`config.mk`:
```
export PLATFORM = sky130hd
export DESIGN_NAME = latex_uart_tx
export DESIGN_NICKNAME = d
export VERILOG_FILES = /design/src/rtl/latex_uart_pkg.sv /design/src/rtl/latex_uart_tx_char_fifo.sv /design/src/rtl/latex_uart_tx.sv
export SDC_FILE = /design/constraint.sdc
export NUM_CORES = 1
export LEC_CHECK = 0
export BUFFER_PORTS_ARGS = -buffer_cell sky130_fd_sc_hd__buf_2
export CELL_PAD_IN_SITES_DETAIL_PLACEMENT = 2
export CELL_PAD_IN_SITES_GLOBAL_PLACEMENT = 2
export CORE_ASPECT_RATIO = 2
export CORE_MARGIN = 2
export CORE_UTILIZATION = 45
export CTS_BUF_LIST = sky130_fd_sc_hd__clkbuf_2 sky130_fd_sc_hd__clkbuf_4 sky130_fd_sc_hd__clkbuf_8
export CTS_CLUSTER_DIAMETER = 120
export DETAILED_ROUTE_END_ITERATION = 8
export GPL_ROUTABILITY_DRIVEN = 0
export PLACE_DENSITY = 0.83
export SETUP_SLACK_MARGIN = 0.02
export SLEW_MARGIN = 20
export SYNTH_ARGS = -nofsm -noshare
export SYNTH_HDL_FRONTEND = slang
export SYNTH_SLANG_ARGS = --single-unit
```
`constraint.sdc`:
```
create_clock -name clk -period 3.35 [get_ports clk]
set_input_delay 0.67 -clock clk [delete_from_list [all_inputs] [get_ports clk]]
set_output_delay 0.67 -clock clk [all_outputs]
set_load 0.02 [all_outputs]
```
`src/rtl/latex_uart_pkg.sv`:
```
// rtl/latex_uart_pkg.sv - shared types and constants for latex_uart_tx (UART_PARITY_EN adds ST_PARITY)
package latex_uart_pkg;

    localparam logic [7:0] ASCII_CR = 8'h0D;
    localparam logic [7:0] ASCII_LF = 8'h0A;

    typedef enum logic [2:0] {
        ST_IDLE,
        ST_START,
        ST_DATA,
`ifdef UART_PARITY_EN
        ST_PARITY,
`endif
        ST_STOP,
        ST_EOL_CR,
        ST_EOL_LF
    } tx_state_t;

    // Which byte the current frame carries; decides where STOP goes next.
    typedef enum logic [1:0] {
        KIND_DATA,
        KIND_CR,
        KIND_LF
    } frame_kind_t;

    typedef struct packed {
        logic       last;
        logic [7:0] data;
    } fifo_entry_t;

endpackage

```
`src/rtl/latex_uart_tx_char_fifo.sv`:
```
// rtl/latex_uart_tx_char_fifo.sv - 9-bit synchronous FIFO with occupancy output
module char_fifo #(
    parameter int DEPTH = 4
) (
    input  logic                   clk,
    input  logic                   rst_n,
    input  logic [8:0]             wr_data,
    input  logic                   wr_valid,
    output logic                   wr_ready,
    input  logic                   rd_en,
    output logic [8:0]             rd_data,
    output logic                   empty,
    output logic [$clog2(DEPTH):0] level
);
    localparam int AW = $clog2(DEPTH);
    localparam int LW = AW + 1;

    logic [8:0]    mem [DEPTH];
    logic [AW-1:0] wr_ptr;
    logic [AW-1:0] rd_ptr;
    logic          push;
    logic          pop;

    assign wr_ready = (level != LW'(DEPTH));
    assign empty    = (level == '0);
    assign push     = wr_valid && wr_ready;
    assign pop      = rd_en && !empty;
    assign rd_data  = mem[rd_ptr];

    always_ff @(posedge clk or negedge rst_n) begin
        if (!rst_n) begin
            wr_ptr <= '0;
            rd_ptr <= '0;
            level  <= '0;
        end else begin
            if (push) wr_ptr <= wr_ptr + AW'(1);
            if (pop)  rd_ptr <= rd_ptr + AW'(1);
            level <= level + LW'(push) - LW'(pop);
        end
    end

    // Storage needs no reset: pointers and level define what is valid.
    always_ff @(posedge clk) begin
        if (push) mem[wr_ptr] <= wr_data;
    end

endmodule

```
`src/rtl/latex_uart_tx.sv`:
```
// rtl/latex_uart_tx.sv - FIFO-buffered 8N1 UART transmitter with automatic CR LF; UART_PARITY_EN adds even parity
module latex_uart_tx
    import latex_uart_pkg::*;
#(
    parameter int CLKS_PER_BIT = 4,
    parameter int DEPTH        = 4
) (
    input  logic                   clk,
    input  logic                   rst_n,
    input  logic [7:0]             in_char,
    input  logic                   in_valid,
    input  logic                   in_last,
    output logic                   in_ready,
    output logic                   tx,
    output logic                   busy,
    output logic [$clog2(DEPTH):0] fifo_level
);
    tx_state_t   state;
    tx_state_t   state_next;
    frame_kind_t kind;
    logic [15:0] baud_cnt;
    logic        baud_done;
    logic [2:0]  bit_idx;
    logic [7:0]  shift_reg;
    logic        eol_flag;
    logic [8:0]  head_bits;
    fifo_entry_t head;
    logic        fifo_empty;
    logic        pop;

    char_fifo #(.DEPTH(DEPTH)) u_fifo (
        .clk      (clk),
        .rst_n    (rst_n),
        .wr_data  ({in_last, in_char}),
        .wr_valid (in_valid),
        .wr_ready (in_ready),
        .rd_en    (pop),
        .rd_data  (head_bits),
        .empty    (fifo_empty),
        .level    (fifo_level)
    );

    assign head      = fifo_entry_t'(head_bits);
    assign baud_done = (baud_cnt == 16'(CLKS_PER_BIT - 1));
    // A pending CR LF takes priority over the next queued character.
    assign pop       = (state == ST_IDLE) && !eol_flag && !fifo_empty;

    always_ff @(posedge clk or negedge rst_n) begin
        if (!rst_n) state <= ST_IDLE;
        else        state <= state_next;
    end

    always_comb begin
        state_next = state;
        case (state)
            ST_IDLE:   if (pop) state_next = ST_START;
            ST_START:  if (baud_done) state_next = ST_DATA;
`ifdef UART_PARITY_EN
            ST_DATA:   if (baud_done && bit_idx == 3'd7) state_next = ST_PARITY;
            ST_PARITY: if (baud_done) state_next = ST_STOP;
`else
            ST_DATA:   if (baud_done && bit_idx == 3'd7) state_next = ST_STOP;
`endif
            ST_STOP: begin
                if (baud_done) begin
                    if (kind == KIND_DATA && eol_flag) state_next = ST_EOL_CR;
                    else if (kind == KIND_CR)          state_next = ST_EOL_LF;
                    else                               state_next = ST_IDLE;
                end
            end
            ST_EOL_CR: state_next = ST_START;
            ST_EOL_LF: state_next = ST_START;
            default:   state_next = ST_IDLE;
        endcase
    end

    always_comb begin
        tx = 1'b1;
        case (state)
            ST_START:  tx = 1'b0;
            ST_DATA:   tx = shift_reg[bit_idx];
`ifdef UART_PARITY_EN
            ST_PARITY: tx = ^shift_reg;
`endif
            default:   tx = 1'b1;
        endcase
        busy = (state != ST_IDLE) || (fifo_level != '0);
    end

    always_ff @(posedge clk or negedge rst_n) begin
        if (!rst_n) begin
            baud_cnt  <= '0;
            bit_idx   <= '0;
            shift_reg <= '0;
            eol_flag  <= 1'b0;
            kind      <= KIND_DATA;
        end else begin
            if (state_next != state || baud_done) baud_cnt <= '0;
            else                                  baud_cnt <= baud_cnt + 16'd1;

            if (state != ST_DATA)  bit_idx <= '0;
            else if (baud_done)    bit_idx <= bit_idx + 3'd1;

            case (state)
                ST_IDLE: begin
                    if (pop) begin
                        shift_reg <= head.data;
                        eol_flag  <= head.last;
                        kind      <= KIND_DATA;
                    end
                end
                ST_EOL_CR: begin
                    shift_reg <= ASCII_CR;
                    kind      <= KIND_CR;
                end
                ST_EOL_LF: begin
                    shift_reg <= ASCII_LF;
                    kind      <= KIND_LF;
                    eol_flag  <= 1'b0;
                end
                default: ;
            endcase
        end
    end

endmodule
```
==> flow_metrics.py <==
metrics = {
    "status": {
        "result_of_the_run": "complete, no violations",
    },
    "sta": {
        "max-slew-margin-rel_pct": 37.13,
        "post_route_fraction_of_the_period_consumed_by_the_critical_path_pct": 81.56,
        "max_freq_mhz": 366.0,
        "finalMaxSlewViolations": 0,
        "sum_of_negative_setup_slack_ps": 0,
        "hold_viol": 0,
        "post-route-worst-setup-slack_ps": 617.8,
        "max_slew.worst_pin.slew_ps": 943.0,
        "finalClockSkew_ps": 10.65,
        "period_minus_ws_final_ps": 2732,
        "setup_viol_count_final": 0,
        "unrepaired_setup_endpoints_after_global_routing": "no",
    },
    "power_and_ir_drop": {
        "static_leakage_nw": 1.515,
        "power_density_mw_per_mm2": 802.9,
        "worst_ir_drop_vdd_mv": 0.4611,
        "totalPowerFinal_mw": 2.959,
    },
    "route": {
        "routed-via-count": 2016,
        "wire_per_inst_microns": 19.79,
        "drt-pass1-iter-count": 4,
        "drt_iter0_markers": 57,
        "postRouteWirelength_microns": 7225,
        "routed_via_density": 5.523,
        "post-route-drc-count": 0,
        "drtAntennaViolNets": 0,
    },
    "synthesis": {
        "synth_top_cell_by_area": "sky130_fd_sc_hd__edfxtp_1",
        "synth_commonest_cells": "sky130_fd_sc_hd__dfrtp_1, sky130_fd_sc_hd__edfxtp_1, sky130_fd_sc_hd__nor2_1",
        "netlist_instances": 247,
        "synthTopCellsByArea": "sky130_fd_sc_hd__edfxtp_1, sky130_fd_sc_hd__dfrtp_1, sky130_fd_sc_hd__mux4_2",
        "synthesis.nets": 269,
        "synth-async-reset-ratio_pct": 52.63,
        "synthesis.yosys.warnings": 0,
        "ys_seq_area_share_pct": 62.60,
        "synth-edff-count": 36,
        "synth_top_area_share_pct": 32.51,
        "most_used_standard_cell_by_instance_count_after_synthesis": "sky130_fd_sc_hd__dfrtp_1",
        "mean_syn_cell_area_sq_um": 13.46,
        "synth_cell_type_count": 39,
        "yosys_reg_bits": 76,
        "synth_ff_type": "sky130_fd_sc_hd__dfrtp_1",
        "syn_area_sq_mm": 0.003326,
    },
    "floorplanning": {
        "die_width_microns": 64.79,
        "die_height_microns": 125.6,
        "floorplan.die_area_sq_mm": 0.008136,
        "floorplan.rows": 44,
        "floorplan.core_area_sq_mm": 0.007212,
        "pin_count": 18,
        "start_util_pct": 46.11,
    },
    "place": {
        "placement.cell_area_sq_mm": 0.003486,
        "placedCellCount": 349,
        "placement.io_buffers": 17,
        "post-dp-hpwl_microns": 5184,
        "post-place-ws_ps": 653.0,
    },
    "layout": {
        "syn2layout_area_growth_pct": 10.80,
        "largest_register_ffs": 36,
        "nFillCells": 700,
        "instances_no_fill": 365,
        "stdcell_area_sq_mm": 0.003685,
        "final_nets": 290,
        "number_of_inserted_diodes": 0,
        "drive_gt1_share_pct": 17.95,
    },
    "cts": {
        "clock_path_buffers": 2,
        "h-tree-depth": 3,
        "holdBufCountCts": 0,
        "post-cts-setup-buffers": 0,
        "cts-root-buf": "sky130_fd_sc_hd__clkbuf_8",
        "clock-sinks": 76,
        "post_cts_resize_count": 0,
        "cts_made_buffers": 9,
        "clkSlewWorstSetupHoldPaths_ps": 90,
        "tritoncts": "done",
        "clk_latency_ps": 360,
    },
    "critical_path": {
        "timing.critical_path.fanout_max": 10,
        "cell_type_group_with_the_largest_total_delay_on_the_critical_path": "simple AND/OR/NAND/NOR gates",
        "cp.arrival_ps": 2980,
        "path_buf_inv": 2,
        "critical_path_required_ps": 3600,
        "slowest_stage": "sky130_fd_sc_hd__and3_1",
        "cp_max_stage_delay_ps": 540,
        "r2r-start": "state[2]",
        "cp-start-kind": "register",
        "crit_path_cell_trace": "nor3_1 -> and3_1 -> ha_1 -> inv_1 -> ha_1 -> inv_1 -> fa_1 -> xnor2_1 -> xnor2_1",
        "critical_path.endpoint_type": "register",
        "path_class": "register to register",
        "ff2ff_setup_slack_ps": 620,
        "regToRegEndpoint": "u_fifo.level[2]",
        "rr_worst_depth": 9,
    },
    "global_routing": {
        "first_global_vias": 2346,
        "pin_count_of_the_biggest_net_entering_global_routing": 41,
        "grt_pass1_wl_microns": 12280,
        "grt_antenna_before_repair": 0,
        "globalRouteTotalUtil_pct": 20.65,
        "grt_remaining_overflow": 0,
    },
    "job": {
        "max-cap-violations": 0,
    },
    "worst_hold_path": {
        "worst_hold_path_type": "input port to async pin",
    },
}
-- how the worst max path moves through the flow --
stage | startpoint | to | slack [ps] | cells past startpoint
floorplan | u_fifo.level[1] | u_fifo.level[2] | 900 | 10
global placement | state[2] | u_fifo.level[2] | 750 | 9
detailed placement | state[2] | u_fifo.level[2] | 650 | 9
CTS | state[2] | u_fifo.level[2] | 580 | 9
global route | state[2] | u_fifo.level[2] | 370 | 9
finish | state[2] | u_fifo.level[2] | 620 | 9
-- placed cells by master (no fill, tap or decap), types with 2 or more instances in the layout --
cell,n
sky130_fd_sc_hd__buf_2,17
sky130_fd_sc_hd__a21oi_1,5
sky130_fd_sc_hd__nand2b_1,4
sky130_fd_sc_hd__ha_1,9
sky130_fd_sc_hd__or3_1,3
sky130_fd_sc_hd__nand2_1,17
sky130_fd_sc_hd__inv_6,2
sky130_fd_sc_hd__nor2_1,28
sky130_fd_sc_hd__clkinvlp_4,3
sky130_fd_sc_hd__o21ai_1,4
sky130_fd_sc_hd__nand3_1,9
sky130_fd_sc_hd__mux2i_1,3
sky130_fd_sc_hd__a21o_1,2
sky130_fd_sc_hd__edfxtp_1,36
sky130_fd_sc_hd__nor4_1,5
sky130_fd_sc_hd__clkbuf_8,9
sky130_fd_sc_hd__xnor2_1,14
sky130_fd_sc_hd__xor2_1,5
sky130_fd_sc_hd__nand4_1,5
sky130_fd_sc_hd__inv_1,12
sky130_fd_sc_hd__and3_1,5
sky130_fd_sc_hd__dfrtp_1,40
sky130_fd_sc_hd__nor4b_1,2
sky130_fd_sc_hd__mux4_2,11
sky130_fd_sc_hd__nor3_1,6
-- cell type report --
type / instances / area (sq um) / share of cell area, %
multi-input combinational: 151 / 1151 / 31.24
clock buffer: 9 / 123.9 / 3.362
clock inverter: 7 / 75.07 / 2.037
sequential: 76 / 2082 / 56.50
timing repair buffer: 18 / 92.59 / 2.513
tap: 92 / 115.1 / 3.124
inverter: 12 / 45.04 / 1.222
-- report_power, final --
part           total (mW)  switching (mW)  internal (mW)
registers            1.46           0.239           1.23
clock network       0.711           0.363          0.348
logic               0.783           0.420          0.363
-- stage by stage --
stage / util (%) / hold WS [ps]
3_5_place_dp: 48.33 / 458.8
3_3_place_gp: 48.33 / 445.1
6_report: 51.09 / 446.0
2_1_floorplan: - / 374.4
5_1_grt: 51.09 / 505.5
4_1_cts: 51.09 / 481.0
-- per-layer routing --
metal	vias to the layer above	share of wire, %	wire, microns	GRT usage (%)
met5	-	0	0	0
met4	0	3.3	238	10.26
met3	16	1.9	137	3.777
met2	28	60	4336	38.45
met1	1045	35	2513	21.18
li1	927	-	-	-
-- worst register-to-register path: stages, from the launching register on --
cell and delay [ps]:
sky130_fd_sc_hd__dfrtp_1 480, sky130_fd_sc_hd__nor3_1 400, sky130_fd_sc_hd__and3_1 540, sky130_fd_sc_hd__ha_1 330
sky130_fd_sc_hd__inv_1 60, sky130_fd_sc_hd__ha_1 130, sky130_fd_sc_hd__inv_1 50, sky130_fd_sc_hd__fa_1 370
sky130_fd_sc_hd__xnor2_1 140, sky130_fd_sc_hd__xnor2_1 120
-- cell families (layout without fill, tap and decap cells) --
family / after synthesis / in the layout / share of synthesized area (%)
and+or+nand+nor: 91 / 91 / 13.85
DFF: 76 / 76 / 62.60
buffers and inverters: 20 / 46 / 2.784
xor gates and xnor gates: 19 / 19 / 5.004
AOI/OAI and AO/OA: 16 / 16 / 3.085
muxes: 15 / 15 / 8.691
adders and majority gates: 10 / 10 / 3.988
Power figures use the tool's default switching activity.
